===== config.mk =====
export PLATFORM = sky130hd
export DESIGN_NAME = lsu_mem_stage_flat
export DESIGN_NICKNAME = d
export VERILOG_FILES = /design/src/rtl/lsu_mem_stage_pkg.sv /design/src/rtl/lsu_mem_stage_if.sv /design/src/rtl/lsu_align.sv /design/src/rtl/lsu_mem_stage.sv /design/src/flat_wrapper.sv
export SDC_FILE = /design/constraint.sdc
export NUM_CORES = 1
export LEC_CHECK = 0
export CAP_MARGIN = 20
export CORE_UTILIZATION = 58
export CTS_CLUSTER_SIZE = 10
export DETAILED_ROUTE_END_ITERATION = 16
export DONT_BUFFER_PORTS = 1
export PLACE_DENSITY = 0.85
export SYNTH_ARGS = -nofsm -noshare
export SYNTH_HDL_FRONTEND = slang
export SYNTH_SLANG_ARGS = --single-unit
export TNS_END_PERCENT = 1

===== constraint.sdc =====
create_clock -name CLK -period 3.8 [get_ports CLK]
set_input_delay 0.76 -clock CLK [delete_from_list [all_inputs] [get_ports CLK]]
set_output_delay 0.76 -clock CLK [all_outputs]
set_load 0.02 [all_outputs]

===== src/rtl/lsu_mem_stage_pkg.sv =====
// LSU memory stage: shared encodings.
// funct3 codes, FSM states, error codes, timeout default.
package lsu_mem_stage_pkg;

    localparam int TIMEOUT_CYC_DEF = 255;

    localparam logic [2:0] F3_B  = 3'b000;
    localparam logic [2:0] F3_H  = 3'b001;
    localparam logic [2:0] F3_W  = 3'b010;
    localparam logic [2:0] F3_BU = 3'b100;
    localparam logic [2:0] F3_HU = 3'b101;

    typedef enum logic [1:0] {
        S_IDLE,
        S_REQ,
        S_WAIT_R,
        S_RESP
    } state_e;

    typedef enum logic [1:0] {
        ERR_OK  = 2'b00,
        ERR_MIS = 2'b01,
        ERR_TMO = 2'b10
    } err_e;

    // sz is funct3[1:0]: 00 byte, 01 half, else word
    function automatic logic misaligned(
        input logic [1:0] sz,
        input logic [1:0] a
    );
        case (sz)
            2'b00:   return 1'b0;
            2'b01:   return a[0];
            default: return a != 2'b00;
        endcase
    endfunction

endpackage


===== src/rtl/lsu_mem_stage_if.sv =====
// LSU memory stage: data memory bus.
// master = LSU (req/we/addr/wdata/wstrb out), slave = memory (gnt/rvalid/rdata out).
interface lsu_mem_stage_if;

    logic        mem_req;
    logic        mem_we;
    logic [31:0] mem_addr;
    logic [31:0] mem_wdata;
    logic [3:0]  mem_wstrb;
    logic        mem_gnt;
    logic        mem_rvalid;
    logic [31:0] mem_rdata;

    modport master (
        output mem_req, mem_we, mem_addr, mem_wdata, mem_wstrb,
        input  mem_gnt, mem_rvalid, mem_rdata
    );

    modport slave (
        input  mem_req, mem_we, mem_addr, mem_wdata, mem_wstrb,
        output mem_gnt, mem_rvalid, mem_rdata
    );

endinterface


===== src/rtl/lsu_align.sv =====
// LSU lane logic: store strobe/replication and load extract/extend.
// in: funct3, addr_lo, wdata, rdata; out: wstrb, wdata_rep, ldata.
module lsu_align
    import lsu_mem_stage_pkg::*;
(
    input  logic [2:0]  funct3,
    input  logic [1:0]  addr_lo,
    input  logic [31:0] wdata,
    input  logic [31:0] rdata,
    output logic [3:0]  wstrb,
    output logic [31:0] wdata_rep,
    output logic [31:0] ldata
);

    logic [31:0] sh;

    always_comb begin
        wstrb     = 4'b1111;
        wdata_rep = wdata;
        case (funct3[1:0])
            2'b00: begin
                wstrb     = 4'b0001 << addr_lo;
                wdata_rep = {4{wdata[7:0]}};
            end
            2'b01: begin
                wstrb     = 4'b0011 << addr_lo;
                wdata_rep = {2{wdata[15:0]}};
            end
            default: ;
        endcase
    end

    // bring the addressed lane down to bit 0
    assign sh = rdata >> {addr_lo, 3'b000};

    always_comb begin
        ldata = rdata;
        case (funct3)
            F3_B:    ldata = {{24{sh[7]}}, sh[7:0]};
            F3_H:    ldata = {{16{sh[15]}}, sh[15:0]};
            F3_BU:   ldata = {24'd0, sh[7:0]};
            F3_HU:   ldata = {16'd0, sh[15:0]};
            default: ldata = rdata;
        endcase
    end

endmodule


===== src/rtl/lsu_mem_stage.sv =====
// LSU memory stage: one load/store at a time, with timeout abort.
// in: CLK, RST, in_* request; mem: bus master; out: in_ready, wb_*, err.
module lsu_mem_stage
    import lsu_mem_stage_pkg::*;
#(
    parameter int TIMEOUT_CYC = TIMEOUT_CYC_DEF
) (
    input  logic                   CLK,
    input  logic                   RST,
    input  logic                   in_valid,
    output logic                   in_ready,
    input  logic                   in_load,
    input  logic                   in_store,
    input  logic [2:0]             in_funct3,
    input  logic [31:0]            in_addr,
    input  logic [31:0]            in_wdata,
    input  logic [4:0]             in_rd,
    lsu_mem_stage_if.master        mem,
    output logic                   wb_valid,
    output logic                   wb_we,
    output logic [4:0]             wb_rd,
    output logic [31:0]            wb_data,
    output logic [1:0]             err
);

    localparam logic [7:0] TMO = 8'(TIMEOUT_CYC);

    state_e      st_q, st_d;
    err_e        err_q, err_d;
    logic [7:0]  cnt_q;
    logic        ld_q;
    logic [2:0]  f3_q;
    logic [31:0] addr_q, wdata_q, wb_data_q;
    logic [4:0]  rd_q, wb_rd_q;
    logic [3:0]  strb;
    logic [31:0] wrep, ldata;
    logic        op, mis, tmo, we;

    assign op  = in_valid & (in_load | in_store);
    assign mis = misaligned(in_funct3[1:0], in_addr[1:0]);
    assign tmo = (cnt_q + 8'd1) == TMO;

    lsu_align u_align (
        .funct3    (f3_q),
        .addr_lo   (addr_q[1:0]),
        .wdata     (wdata_q),
        .rdata     (mem.mem_rdata),
        .wstrb     (strb),
        .wdata_rep (wrep),
        .ldata     (ldata)
    );

    // err only changes on entry to RESP so it holds elsewhere
    always_comb begin
        st_d  = st_q;
        err_d = err_q;
        unique case (st_q)
            S_IDLE: begin
                if (op) begin
                    if (mis) begin
                        st_d  = S_RESP;
                        err_d = ERR_MIS;
                    end else begin
                        st_d = S_REQ;
                    end
                end
            end
            S_REQ: begin
                // grant beats a simultaneous timeout
                if (mem.mem_gnt) begin
                    if (ld_q) begin
                        st_d = S_WAIT_R;
                    end else begin
                        st_d  = S_RESP;
                        err_d = ERR_OK;
                    end
                end else if (tmo) begin
                    st_d  = S_RESP;
                    err_d = ERR_TMO;
                end
            end
            S_WAIT_R: begin
                if (mem.mem_rvalid) begin
                    st_d  = S_RESP;
                    err_d = ERR_OK;
                end else if (tmo) begin
                    st_d  = S_RESP;
                    err_d = ERR_TMO;
                end
            end
            S_RESP:  st_d = S_IDLE;
            default: st_d = S_IDLE;
        endcase
    end

    always_ff @(posedge CLK or posedge RST) begin
        if (RST) begin
            st_q      <= S_IDLE;
            err_q     <= ERR_OK;
            cnt_q     <= 8'd0;
            ld_q      <= 1'b0;
            f3_q      <= 3'd0;
            addr_q    <= 32'd0;
            wdata_q   <= 32'd0;
            rd_q      <= 5'd0;
            wb_rd_q   <= 5'd0;
            wb_data_q <= 32'd0;
        end else begin
            st_q  <= st_d;
            err_q <= err_d;
            if (st_d != st_q) begin
                cnt_q <= 8'd0;
            end else if (st_q == S_REQ || st_q == S_WAIT_R) begin
                cnt_q <= cnt_q + 8'd1;
            end
            if (st_q == S_IDLE && op) begin
                ld_q    <= in_load;
                f3_q    <= in_funct3;
                addr_q  <= in_addr;
                wdata_q <= in_wdata;
                rd_q    <= in_rd;
            end
            if (st_d == S_RESP && st_q != S_RESP) begin
                wb_rd_q <= (st_q == S_IDLE) ? in_rd : rd_q;
            end
            if (st_q == S_WAIT_R && mem.mem_rvalid) begin
                wb_data_q <= ldata;
            end
        end
    end

    assign we             = (st_q == S_REQ) & ~ld_q;
    assign in_ready       = st_q == S_IDLE;
    assign mem.mem_req    = st_q == S_REQ;
    assign mem.mem_we     = we;
    assign mem.mem_addr   = {addr_q[31:2], 2'b00};
    assign mem.mem_wdata  = wrep;
    assign mem.mem_wstrb  = we ? strb : 4'b0000;
    assign wb_valid       = st_q == S_RESP;
    assign wb_we          = (st_q == S_RESP) & ld_q & (err_q == ERR_OK);
    assign wb_rd          = wb_rd_q;
    assign wb_data        = wb_data_q;
    assign err            = err_q;

endmodule


===== src/flat_wrapper.sv =====
// flat-port wrapper written by rule: the top's interface ports become plain ports
module lsu_mem_stage_flat import lsu_mem_stage_pkg::*;
#(
    parameter int TIMEOUT_CYC = TIMEOUT_CYC_DEF
)
  (CLK, RST, in_valid, in_ready, in_load, in_store, in_funct3, in_addr, in_wdata, in_rd, wb_valid, wb_we, wb_rd, wb_data, err, mem_mem_req, mem_mem_we, mem_mem_addr, mem_mem_wdata, mem_mem_wstrb, mem_mem_gnt, mem_mem_rvalid, mem_mem_rdata);
  lsu_mem_stage_if mem_i ();
  input  logic CLK;
  input  logic RST;
  input  logic in_valid;
  output logic in_ready;
  input  logic in_load;
  input  logic in_store;
  input  logic [2:0] in_funct3;
  input  logic [31:0] in_addr;
  input  logic [31:0] in_wdata;
  input  logic [4:0] in_rd;
  output logic wb_valid;
  output logic wb_we;
  output logic [4:0] wb_rd;
  output logic [31:0] wb_data;
  output logic [1:0] err;
  output wire logic [$bits(mem_i.mem_req)-1:0] mem_mem_req;
  output wire logic [$bits(mem_i.mem_we)-1:0] mem_mem_we;
  output wire logic [$bits(mem_i.mem_addr)-1:0] mem_mem_addr;
  output wire logic [$bits(mem_i.mem_wdata)-1:0] mem_mem_wdata;
  output wire logic [$bits(mem_i.mem_wstrb)-1:0] mem_mem_wstrb;
  input wire logic [$bits(mem_i.mem_gnt)-1:0] mem_mem_gnt;
  input wire logic [$bits(mem_i.mem_rvalid)-1:0] mem_mem_rvalid;
  input wire logic [$bits(mem_i.mem_rdata)-1:0] mem_mem_rdata;
  assign mem_mem_req = mem_i.mem_req;
  assign mem_mem_we = mem_i.mem_we;
  assign mem_mem_addr = mem_i.mem_addr;
  assign mem_mem_wdata = mem_i.mem_wdata;
  assign mem_mem_wstrb = mem_i.mem_wstrb;
  assign mem_i.mem_gnt = mem_mem_gnt;
  assign mem_i.mem_rvalid = mem_mem_rvalid;
  assign mem_i.mem_rdata = mem_mem_rdata;
  lsu_mem_stage #(.TIMEOUT_CYC(TIMEOUT_CYC)) u_core (.CLK(CLK), .RST(RST), .in_valid(in_valid), .in_ready(in_ready), .in_load(in_load), .in_store(in_store), .in_funct3(in_funct3), .in_addr(in_addr), .in_wdata(in_wdata), .in_rd(in_rd), .mem(mem_i), .wb_valid(wb_valid), .wb_we(wb_we), .wb_rd(wb_rd), .wb_data(wb_data), .err(err));
endmodule

After elaboration in Yosys (flattened, before gate mapping):

Cells that the tools add are included.

* bitwise logic cells: 6
* equal/unequal tests: 15
* shifts and indexed selects: 3
* multiplexer cells: 22
* reductions and logical operators: 13
* $add $sub $neg: 1

Operator list (count)
* case mux 32 bit (4 select lines): 1
* case mux 32 bit (2 select lines): 1
* >> shifter 32 x 5 -> 16 bit: 1
* two-way mux 2 bit: 11
* two-way mux 8 bit: 2
* adder 8 x 1 -> 8 bit (second input constant): 1
* equality test 8 bit (second input constant): 1
* logical NOT 2 bit: 4
* case mux 2 bit (4 select lines): 1
* case mux 4 bit (2 select lines): 1
* equality test 2 x 1 -> 1 bit (second input constant): 3
* equality test 2 bit (second input constant): 3
* equality test 3 bit (second input constant): 2
* case mux 2 bit (3 select lines): 1
* two-way mux 5 bit: 1
* bitwise AND 1 bit: 4
* two-way mux 4 bit: 1
* inequality test 2 x 1 -> 1 bit (second input constant): 2
* AND reduction 4 bit: 1
* nonzero test 2 bit: 2
* left shift 1 x 2 -> 4 bit (first input constant): 1
* left shift 2 x 2 -> 4 bit (first input constant): 1
* equality test 3 x 1 -> 1 bit (second input constant): 1
* logical AND 1 bit: 3
* 10 further kinds: 10

* register bits: 122
* output and inout bits: 112

Logic depth before layout (Yosys ltp):

Gate-level depths: netlist (run 1).

* depth after elaboration: 7
* mapped depth: 9
* mapped depth without buffers: 9

Cells and area by module:

From an unflattened synthesis (run 1), not the netlist that was laid out.

* cells, all modules: 586
* area total of the unflattened synthesis: 6729.0 um2

By module, submodules not included
* lsu_mem_stage: cells each 390, instances 1, area an instance 5368.9 um2
* lsu_align: cells each 196, instances 1, area an instance 1360.1 um2

Least setup slack after synthesis (run 1):

No wires, ideal clock.

* path kind: flip-flop to flip-flop
* from: reg u_core.st_q[0]
* to: reg u_core.wb_rd_q[0], in the netlist u_core.wb_rd[0]
* setup time: 0.125 ns
* slack: 1.321 ns
* cell stages (with the launch flop): 10
* clock period less this slack: 2.479 ns
* data arrival time: 2.354 ns
* buffers on the path: 1
* required time: 3.675 ns
* cells stage by stage: dfrtp_1 > inv_1 > ha_1 > clkbuf_1 > nor2_1 > a2bb2oi_1 > o21ai_0 > a21oi_2 > o2111ai_2 > mux2_2

RTL lines
* start, declared: line lsu_mem_stage.sv:28 `state_e st_q, st_d;`
* start signal, assigned: line lsu_mem_stage.sv:109 `st_q <= st_d;`
* logical NOT 2 bit
* named net in_ready: line flat_wrapper.sv:11 `output logic in_ready;`
* case mux 2 bit (4 select lines): line lsu_mem_stage.sv:57 `unique case (st_q)`
* named net u_core.st_d[1]: line lsu_mem_stage.sv:28
* equality test 2 bit: line lsu_mem_stage.sv:123 `if (st_d == S_RESP && st_q != S_RESP) begin`
* logical AND 1 bit: line lsu_mem_stage.sv:123
* end signal, assigned: line lsu_mem_stage.sv:124 `wb_rd_q <= (st_q == S_IDLE) ? in_rd : rd_q;`
* end, declared: line lsu_mem_stage.sv:34 `logic [4:0] rd_q, wb_rd_q;`

The timed path passes the listed nets, and every way through them passes these cells.
A chain may end at the register's enable or synchronous reset.

Worst setup path in the final report (run 1):

* from: reg u_core.addr_q[1]
* to: out mem_mem_wstrb[2]

* word-level cells in the longest chain between the ends: 3

Ends and longest elaborated chain
* start, declared: line lsu_mem_stage.sv:33 `logic [31:0] addr_q, wdata_q, wb_data_q;`
* start signal, assigned: line lsu_mem_stage.sv:119 `addr_q <= in_addr;`
* left shift 2 x 2 -> 4 bit / left shift 1 x 2 -> 4 bit (equally long branches): line lsu_align.sv:26, lsu_align.sv:22
* case mux 4 bit (2 select lines) *: line lsu_align.sv:20 `case (funct3[1:0])`
* two-way mux 4 bit *: line lsu_mem_stage.sv:138 `assign mem.mem_wstrb = we ? strb : 4'b0000;`
* end, declared: line flat_wrapper.sv:27 `output wire logic [$bits(mem_i.mem_wstrb)-1:0] mem_mem_wstrb;`

Mark *: on every way between the ends. The rest lies on a longest branch, timed or not.

==> impl_results.md, run 1 <==
- 1st-iter DRT viols: 229
- Final hold violations: 0
- First-pass DRT Iterations: 7
- Crit path kind: flip-flop to output pin
- Final period utilization: 82.81%
- Synth top area cells: dfrtp_1, mux2_2, buf_4
- Post-synth top cells: dfrtp_1, mux2_2, nand2_1
- Async SR Flop Fraction: 100.0%
- Die width: 105.7 um
- Seq/Total Area, Yosys: 48.91%
- Total power: 0.007001 W
- WL met3: 1301 um
- Die area: 11,180 um^2
- Worst R2R Start: u_core.st_q[0]
- Power per cell area: 1060 nW/um^2
- Top cell type by total area after synthesis: dfrtp_1
- Final min period: 3.147 ns
- Max Root-Sink Buffers: 2
- Grt ovf: 0
- Max incr delay on CP: 0.65 ns
- Hold bufs inserted after CTS: 0
- Detailed-route via count: 4,160
- Post-DP Area: 6050 um^2
- Mapped Area: 6242 um^2
- Max Clock Skew: 0.007333 ns
- Critical Path Start: u_core.addr_q[1]
- Worst-Margin Slew: 0.9337 ns
- Clock latency on the worst-skew pair: 0.51 ns
- Site Rows: 37
- Post-synth top area share: 48.91%
- Number of global-route vias before repair: 4,375
- CP Data Arrival Time: 2.39 ns
- CP required: 3.04 ns
- Fin nets: 649
- DRC Markers: 0
- Syn avg cell area: 10.76 um^2
- Most common cell in the netlist: dfrtp_1
- RSZ-0062 raised after global routing: false
- Post-Syn Instances: 580
- Crit end category: output pin
- Post-CTS Setup Bufs: 0
- # diodes: 0
- Post-route cell area: 6606 um^2
- Metal2 WL: 7307 um
- Root Driver: clkbuf_8
- PostCTS Resize Cnt: 0
- Slew HR: 36.88%
- Core ar.: 10,370 um^2
- RD Place Congestion: 0.9119
- Ys Warns: 0
- Setup crit start kind: flip-flop
- CTS buffer count: 17
- Largest net degree at the start of global routing: 63
- Cell breakdown of the critical path: nor2b_1 > nand2_1 > a31oi_1
- Number of synthesized register bits: 122
- CTS H-tree depth: 4
- Initial Util: 60.20%
- Clock transition at path regs: 0.06 ns
- Synth Flop Type: dfrtp_1
- Status: finished, final reports clean
- Port bufs: 0
- # setup viols final: 0
- Worst IR drop on VDD: 0.5723 mV
- Fin. max-slew vios: 0
- Post-route ant nets: 0
- First-pass GRT wire length: 22,140 um
- Die Ht: 105.7 um
- Initial antenna violation count: 0
- Leak pwr: 2.842 nW
- Crit-path max FO: 15
- Min-delay worst type: primary input to asynchronous set/reset pin
- M1 WL: 5274 um
- Slowest CP cell: nor2b_1
- Final Routed Wirelength: 14,130 um
- DR top layer: met4
- CTS tree: yes
- Post-DP HPWL: 10,170 um
- Io pins: 223
- Area growth syn-to-layout: 5.833%
- F_max: 317.8 MHz
- All-Layer GR Usage: 26.14%
- Max Cap Violations: 0
- Post-synth EDFFs: 0
- Fillcell total: 791
- Sum Neg Setup Slack: 0 ns
- Mean routed wirelength per cell: 20.74 um
- Synth unique cells: 48
- Via/cell ratio: 6.109
- Layout cells sized above 1: 27.16%
- CTS sink count: 122
[cell usage in the layout, fill, tap and decap left out, types with 8 or more instances in the layout]
master,n
a21oi_1,37
o21ai_0,42
nor2_1,40
dfrtp_1,121
nand2_1,57
inv_1,11
clkbuf_16,16
o22ai_1,9
mux2i_1,17
and2_1,8
mux2_2,100
[sequential cells by signal (all words and copies together) (netlist names)]
| signal | count |
|---|---|
| u_core.rd_q | 5 |
| u_core.wdata_q | 32 |
| u_core.err | 2 |
| u_core.addr_q | 32 |
| u_core.cnt_q | 8 |
| u_core.wb_rd | 5 |
| u_core.f3_q | 3 |
| u_core.ld_q | 1 |
| u_core.wb_data | 32 |
| u_core.st_q | 2 |
[logic make-up (layout without fill, tap and decap cells)]
group | count (synthesis) | after routing | synth area share, %
simple gates | 130 | 130 | 9.401
fa+ha+maj | 6 | 6 | 1.203
mux | 117 | 117 | 20.77
buf+inv | 86 | 50 | 7.637
other cells | 1 | 2 | 0.06007
compound gates | 111 | 111 | 11.04
flops | 122 | 122 | 48.91
xor+xnor | 7 | 7 | 0.9822
[area by class of cell]
cell class	count	area, um^2	area share (%)
multi-input combinational	373	2719	41.16
inverter	12	48.80	0.7386
clock inverter	15	142.6	2.159
tap	136	170.2	2.576
sequential	122	3054	46.23
timing repair buffer	6	57.56	0.8712
clock buffer	17	414.1	6.269
[metrics by stage]
step | hold WS (ns) | util [%] | worst slack [ns] | instances
2_1_floorplan | 0.4737 | - | 1.321 | 581
3_3_place_gp | 0.4822 | 58.34 | 0.9424 | 649
3_5_place_dp | 0.4888 | 58.34 | 0.8140 | 649
4_1_cts | 0.1222 | 63.71 | 0.6045 | 681
5_1_grt | 0.1394 | 63.71 | 0.5025 | 681
6_report | 0.1261 | 63.71 | 0.6531 | 681
[power by group]
group / total (W) / internal [W] / switching, W
logic: 0.00247 / 0.00108 / 0.00139
clock network: 0.00149 / 0.000875 / 0.000617
registers: 0.00304 / 0.00192 / 0.00112
total: 0.00700 / 0.00387 / 0.00313
[final timing paths]
| path | end | slack, ns | cells past startpoint |
|---|---|---|---|
| min in group CLK | u_core.wb_data[27] | 0.39 | 2 |
| worst max register to register | u_core.wb_rd[3] | 0.80 | 9 |
| worst min register to register | u_core.wdata_q[20] | 0.50 | 1 |
| worst max-delay path | mem_mem_wstrb[2] | 0.65 | 3 |
| max in group asynchronous | u_core.wb_data[23] | 2.80 | 2 |
| worst min-delay path | u_core.rd_q[2] | 0.13 | 1 |
[critical path, delay by kind of cell, from the launching register on]
family | cells | cell delay, ns
flops | 1 | 0.63
compound gates | 1 | 0.49
simple gates | 2 | 0.76
[metal layers]
metal / vias to the layer above / global-route usage [%]
li1: 1884 / -
met1: 2044 / 27.89
met2: 210 / 45.24
met3: 22 / 9.895
met4: 0 / 12.80
met5: - / 0
(Power assumes the default switching activity.)
==> inputs of run 2 (changes only) <==
- CORE_UTILIZATION: 58 -> 61
- PLACE_DENSITY: 0.85 -> 0.86
- clock period: 3.8 -> 2.9 ns (I/O delays scaled with it)
==> run 2 against run 1 <==
Sequential share of layout area down 0.61 points. Highest routed layer unchanged. Largest power group unchanged. Largest cell class unchanged. Setup slack worse by 0.52 ns. Via count up 2.0%. Global-route usage up 1.3 points.
==> impl_results.md, run 2 (synthesized netlist as in run 1, its figures left out) <==
- Power per cell area: 1408 nW/um^2
- Post-CTS Setup Bufs: 0
- Die width: 103.2 um
- Sum Neg Setup Slack: 0 ns
- Initial Util: 63.28%
- Die area: 10,640 um^2
- Layout cells sized above 1: 27.80%
- Via/cell ratio: 6.179
- Max Cap Violations: 0
- # setup viols final: 0
- Reg2reg path depth: 8
- Die Ht: 103.2 um
- Slowest CP cell: a31oi_1
- Final hold violations: 0
- Number of global-route vias before repair: 4,364
- Worst IR drop on VDD: 0.8231 mV
- Clock latency on the worst-skew pair: 0.51 ns
- CP Data Arrival Time: 2.19 ns
- Detailed-route via count: 4,245
- Non-Filler Instances: 687
- First-pass GRT wire length: 21,450 um
- Max incr delay on CP: 0.50 ns
- R2R setup slack: 0.27 ns
- Root Driver: clkbuf_8
- Fin. max-slew vios: 0
- Status: finished, final reports clean
- Largest net degree at the start of global routing: 123
- Grt ovf: 0
- Most frequent cells in the layout: dfrtp_1, mux2_2, nand2_1, o21ai_0, nor2_1
- CTS tree: yes
- Site Rows: 36
- Crit end category: output pin
- F_max: 361.1 MHz
- Initial antenna violation count: 0
- Max Clock Skew: 0.01133 ns
- CP delay by family, top: compound AO/OA/AOI/OAI gates
- Worst R2R Start: u_core.cnt_q[0]
- Max Root-Sink Buffers: 2
- CTS H-tree depth: 4
- Post-DP HPWL: 10,200 um
- Worst reg2reg path endpoint: u_core.wb_rd[3]
- Fillcell total: 727
- Core ar.: 9864 um^2
- Final min period: 2.769 ns
- Area growth syn-to-layout: 7.256%
- Final period utilization: 95.50%
- Placed Cells: 655
- PostCTS Resize Cnt: 0
- DRC Markers: 0
- First-pass DRT Iterations: 5
- # diodes: 0
- All-Layer GR Usage: 27.44%
- Leak pwr: 2.907 nW
- Worst-Margin Slew: 0.9271 ns
- Io pins: 223
- Min-delay worst type: primary input to asynchronous set/reset pin
- Mean routed wirelength per cell: 20.93 um
- 1st-iter DRT viols: 220
- Final Routed Wirelength: 14,380 um
- Fin nets: 658
- CTS sink count: 122
- Slew HR: 38.19%
- CTS buffer count: 17
- Hold bufs inserted after CTS: 0
- Commonest non-fill, non-tap cell in the layout: dfrtp_1
- RSZ-0062 raised after global routing: false
- Post-route ant nets: 0
- Cell breakdown of the critical path: inv_1 > ha_1 > nand2b_1 > a31oi_1
- Setup crit start kind: flip-flop
- Crit path kind: flip-flop to output pin
- CP required: 2.32 ns
- Clock transition at path regs: 0.06 ns
- Buf/Inv on CP: 1
- Crit-path max FO: 7
- RD Place Congestion: 0.9004
- Port bufs: 0
==> run 2: worst max path at each step <==
| stage | startpoint | end | slack [ns] | cells after the start |
|---|---|---|---|---|
| after global routing | u_core.st_q[1] | mem_mem_wstrb[2] | 0.03 | 4 |
| after floorplan | u_core.st_q[0] | u_core.wb_rd[0] | 0.42 | 9 |
| final | u_core.st_q[1] | mem_mem_wstrb[2] | 0.13 | 4 |
| after detailed placement | u_core.cnt_q[0] | u_core.wb_rd[3] | 0.27 | 8 |
| after CTS | u_core.st_q[1] | mem_mem_wstrb[2] | 0.12 | 4 |
| after global placement | u_core.cnt_q[0] | u_core.wb_rd[4] | 0.43 | 8 |
==> run 2: area by class of cell <==
class / instances / area, um^2 / area share, %
Tap cell: 133 / 166.4 / 2.486
Timing Repair Buffer: 15 / 125.1 / 1.869
Inverter: 12 / 48.80 / 0.7288
Clock buffer: 21 / 439.2 / 6.560
Sequential cell: 122 / 3054 / 45.62
Clock inverter: 11 / 145.1 / 2.168
Multi-Input combinational cell: 373 / 2716 / 40.57
==> run 2: report_power, final <==
group / leakage, nW / switching (W) / internal, W
clock network: 0.278 / 0.000736 / 0.00133
registers: 1.47 / 0.00139 / 0.00252
logic: 1.16 / 0.00196 / 0.00150
total: 2.91 / 0.00408 / 0.00535
==> run 2: metal layers <==
metal	vias to the layer above	GRT usage, %	wire (um)
met5	-	0	0
met4	0	11.70	302
met3	27	11.12	1502
met2	234	48.21	7508
met1	2065	29.13	5068
li1	1919	-	-
==> run 2: stage by stage <==
stage | utilization, % | hold WS (ns) | cell area [um^2] | total power (W) | worst slack (ns)
after global routing | 67.87 | 0.1684 | 6695 | 0.009964 | 0.03186
after detailed placement | 61.95 | 0.4919 | 6111 | 0.007355 | 0.2651
final | 67.87 | 0.08378 | 6695 | 0.009427 | 0.1306
after CTS | 67.87 | 0.1564 | 6695 | 0.009472 | 0.1166
after floorplan | - | 0.4737 | 6250 | 0.006874 | 0.4211
after global placement | 61.95 | 0.4810 | 6111 | 0.007146 | 0.4292
==> inputs of run 3 (changes only) <==
- CORE_UTILIZATION: 61 -> 30
- PLACE_DENSITY: 0.86 -> 0.53
==> run 3 against run 2 <==
Via count down 2.9%. Critical path type unchanged. Final cell count up 20%. Fmax grew 1.8%. Clock skew is 0.0043 ns lower. Sequential power barely moved. Count of clock-buffer cells in the layout down 3. Die area increased by 100%. Critical path depth decreased by 1. Global-route usage down 12 points. Non-clock buffer count up 3. Total power is 2.2% higher.
==> impl_results.md, run 3 (synthesized netlist as in run 1, its figures left out) <==
- Status: finished, final reports clean
- Leak pwr: 2.952 nW
- Port bufs: 0
- RD Place Congestion: 0.9120
- Number of global-route vias before repair: 4,411
- Final hold violations: 0
- Fin worst setup slack: 0.1806 ns
- Fin nets: 661
- Layout cells sized above 1: 28.60%
- Setup crit start kind: flip-flop
- Slew HR: 45.02%
- RSZ-0062 raised after global routing: false
- First-pass GRT wire length: 24,900 um
- Final period utilization: 93.77%
- Commonest non-fill, non-tap cell in the layout: dfrtp_1
- # diodes: 0
- Initial antenna violation count: 0
- Sw Pwr: 0.004149 W
- F_max: 367.7 MHz
- Post-DP HPWL: 11,460 um
- Hold bufs inserted after CTS: 0
- CTS H-tree depth: 4
- Core ar.: 20,300 um^2
- Die width: 146.2 um
- Int Pwr: 0.005486 W
- Clock share of power: 23.4%
- Combinational Power Share: 36.4%
- Fin. max-slew vios: 0
- Post-route ant nets: 0
- Mean routed wirelength per cell: 19.27 um
- CTS tree: yes
- Largest net degree at the start of global routing: 74
- Crit end category: output pin
- Sum Neg Setup Slack: 0 ns
- Die area: 21,390 um^2
- Initial Util: 30.75%
- Die Ht: 146.2 um
- Detailed-route via count: 4,120
- Crit path kind: flip-flop to output pin
- 1st-iter DRT viols: 233
- CP required: 2.32 ns
- CTS buffer count: 17
- Multi-input gate area: 2721 um^2
- DRC Markers: 0
- Register area: 3054 um^2
- Crit-path max FO: 8
- Area growth syn-to-layout: 11.26%
- All-Layer GR Usage: 15.30%
- # setup viols final: 0
- Min-delay worst type: primary input to asynchronous set/reset pin
- First-pass DRT Iterations: 4
- Worst-Margin Slew: 0.8227 ns
- Via/cell ratio: 4.988
- Max Clock Skew: 0.007066 ns
- CP Data Arrival Time: 2.14 ns
- Most frequent cells in the layout: dfrtp_1, mux2_2, nand2_1, o21ai_0, nor2_1
- Max Cap Violations: 0
- Max Root-Sink Buffers: 2
- Seq pwr share: 40.2%
- Clock latency on the worst-skew pair: 0.41 ns
- Io pins: 223
- Fillcell total: 2,031
- Site Rows: 52
- Root Driver: clkbuf_16
- Final Routed Wirelength: 15,920 um
- Sw frac: 43.06%
- Worst IR drop on VDD: 0.5338 mV
- Clock transition at path regs: 0.06 ns
- Power per cell area: 1387 nW/um^2
- Grt ovf: 0
- CTS sink count: 122
- Final min period: 2.719 ns
- Pre-CTS setup slack: 0.2558 ns
run 3: layer usage:
| layer | vias up | wire length, um | global-route usage, % |
|---|---|---|---|
| li1 | 1913 | - | - |
| met3 | 20 | 1381 | 5.469 |
| met1 | 1984 | 6341 | 17.69 |
| met4 | 0 | 375 | 6.771 |
| met5 | - | 0 | 0 |
| met2 | 203 | 7818 | 25.43 |
run 3: layout make-up:
class	count	area share, %
sequential	122	43.97
multi-input combinational	373	39.18
clock buffer	18	6.179
tap	270	4.864
clock inverter	13	2.792
timing repair buffer	18	2.306
inverter	12	0.7026
run 3: power groups by stage:
stage / Sequential, W / Combinational [W] / Clock, W
global route: 0.00400 / 0.00387 / 0.00241
global placement: 0.00388 / 0.00345 / 0
CTS: 0.00389 / 0.00356 / 0.00233
detailed placement: 0.00390 / 0.00356 / 0
finish: 0.00387 / 0.00351 / 0.00226
floorplan: 0.00323 / 0.00364 / 0
run 3: what timing repair did:
action | 4_1_cts | 5_1_grt
gates resized for setup | 0 | 1
endpoints found under the setup margin | 0 | 5
setup buffers | 0 | 0
run 3: final timing paths:
check                                  startpoint                  to  cells past startpoint  slack, ns
worst max-delay path               u_core.st_q[0]    mem_mem_wstrb[1]                      3       0.18
worst min-delay path                          RST   u_core.addr_q[29]                      2       0.14
worst max register to register    u_core.cnt_q[0]     u_core.wb_rd[3]                      8       0.26
worst min register to register     u_core.rd_q[1]      u_core.rd_q[1]                      1       0.50
max in group asynchronous                     RST      u_core.f3_q[1]                      2       2.08
min in group CLK                mem_mem_rdata[27]  u_core.wb_data[27]                      2       0.31
run 3: through the flow:
| step | power, W | util, % | hold WS, ns | area (um^2) | cells |
|---|---|---|---|---|---|
| 5_1_grt | 0.01029 | 34.21 | 0.1625 | 6945 | 826 |
| 2_1_floorplan | 0.006874 | - | 0.4737 | 6250 | 581 |
| 6_report | 0.009636 | 34.21 | 0.1413 | 6945 | 826 |
| 3_3_place_gp | 0.007336 | 31.13 | 0.4830 | 6320 | 795 |
| 4_1_cts | 0.009769 | 34.20 | 0.1542 | 6943 | 826 |
| 3_5_place_dp | 0.007455 | 31.13 | 0.4931 | 6320 | 795 |
run 3: worst max-delay path, stage by stage, from the launching register on:
cell and delay [ns]:
dfrtp_1 0.51, ha_1 0.44, nand2b_1 0.27, a21oi_1 0.50
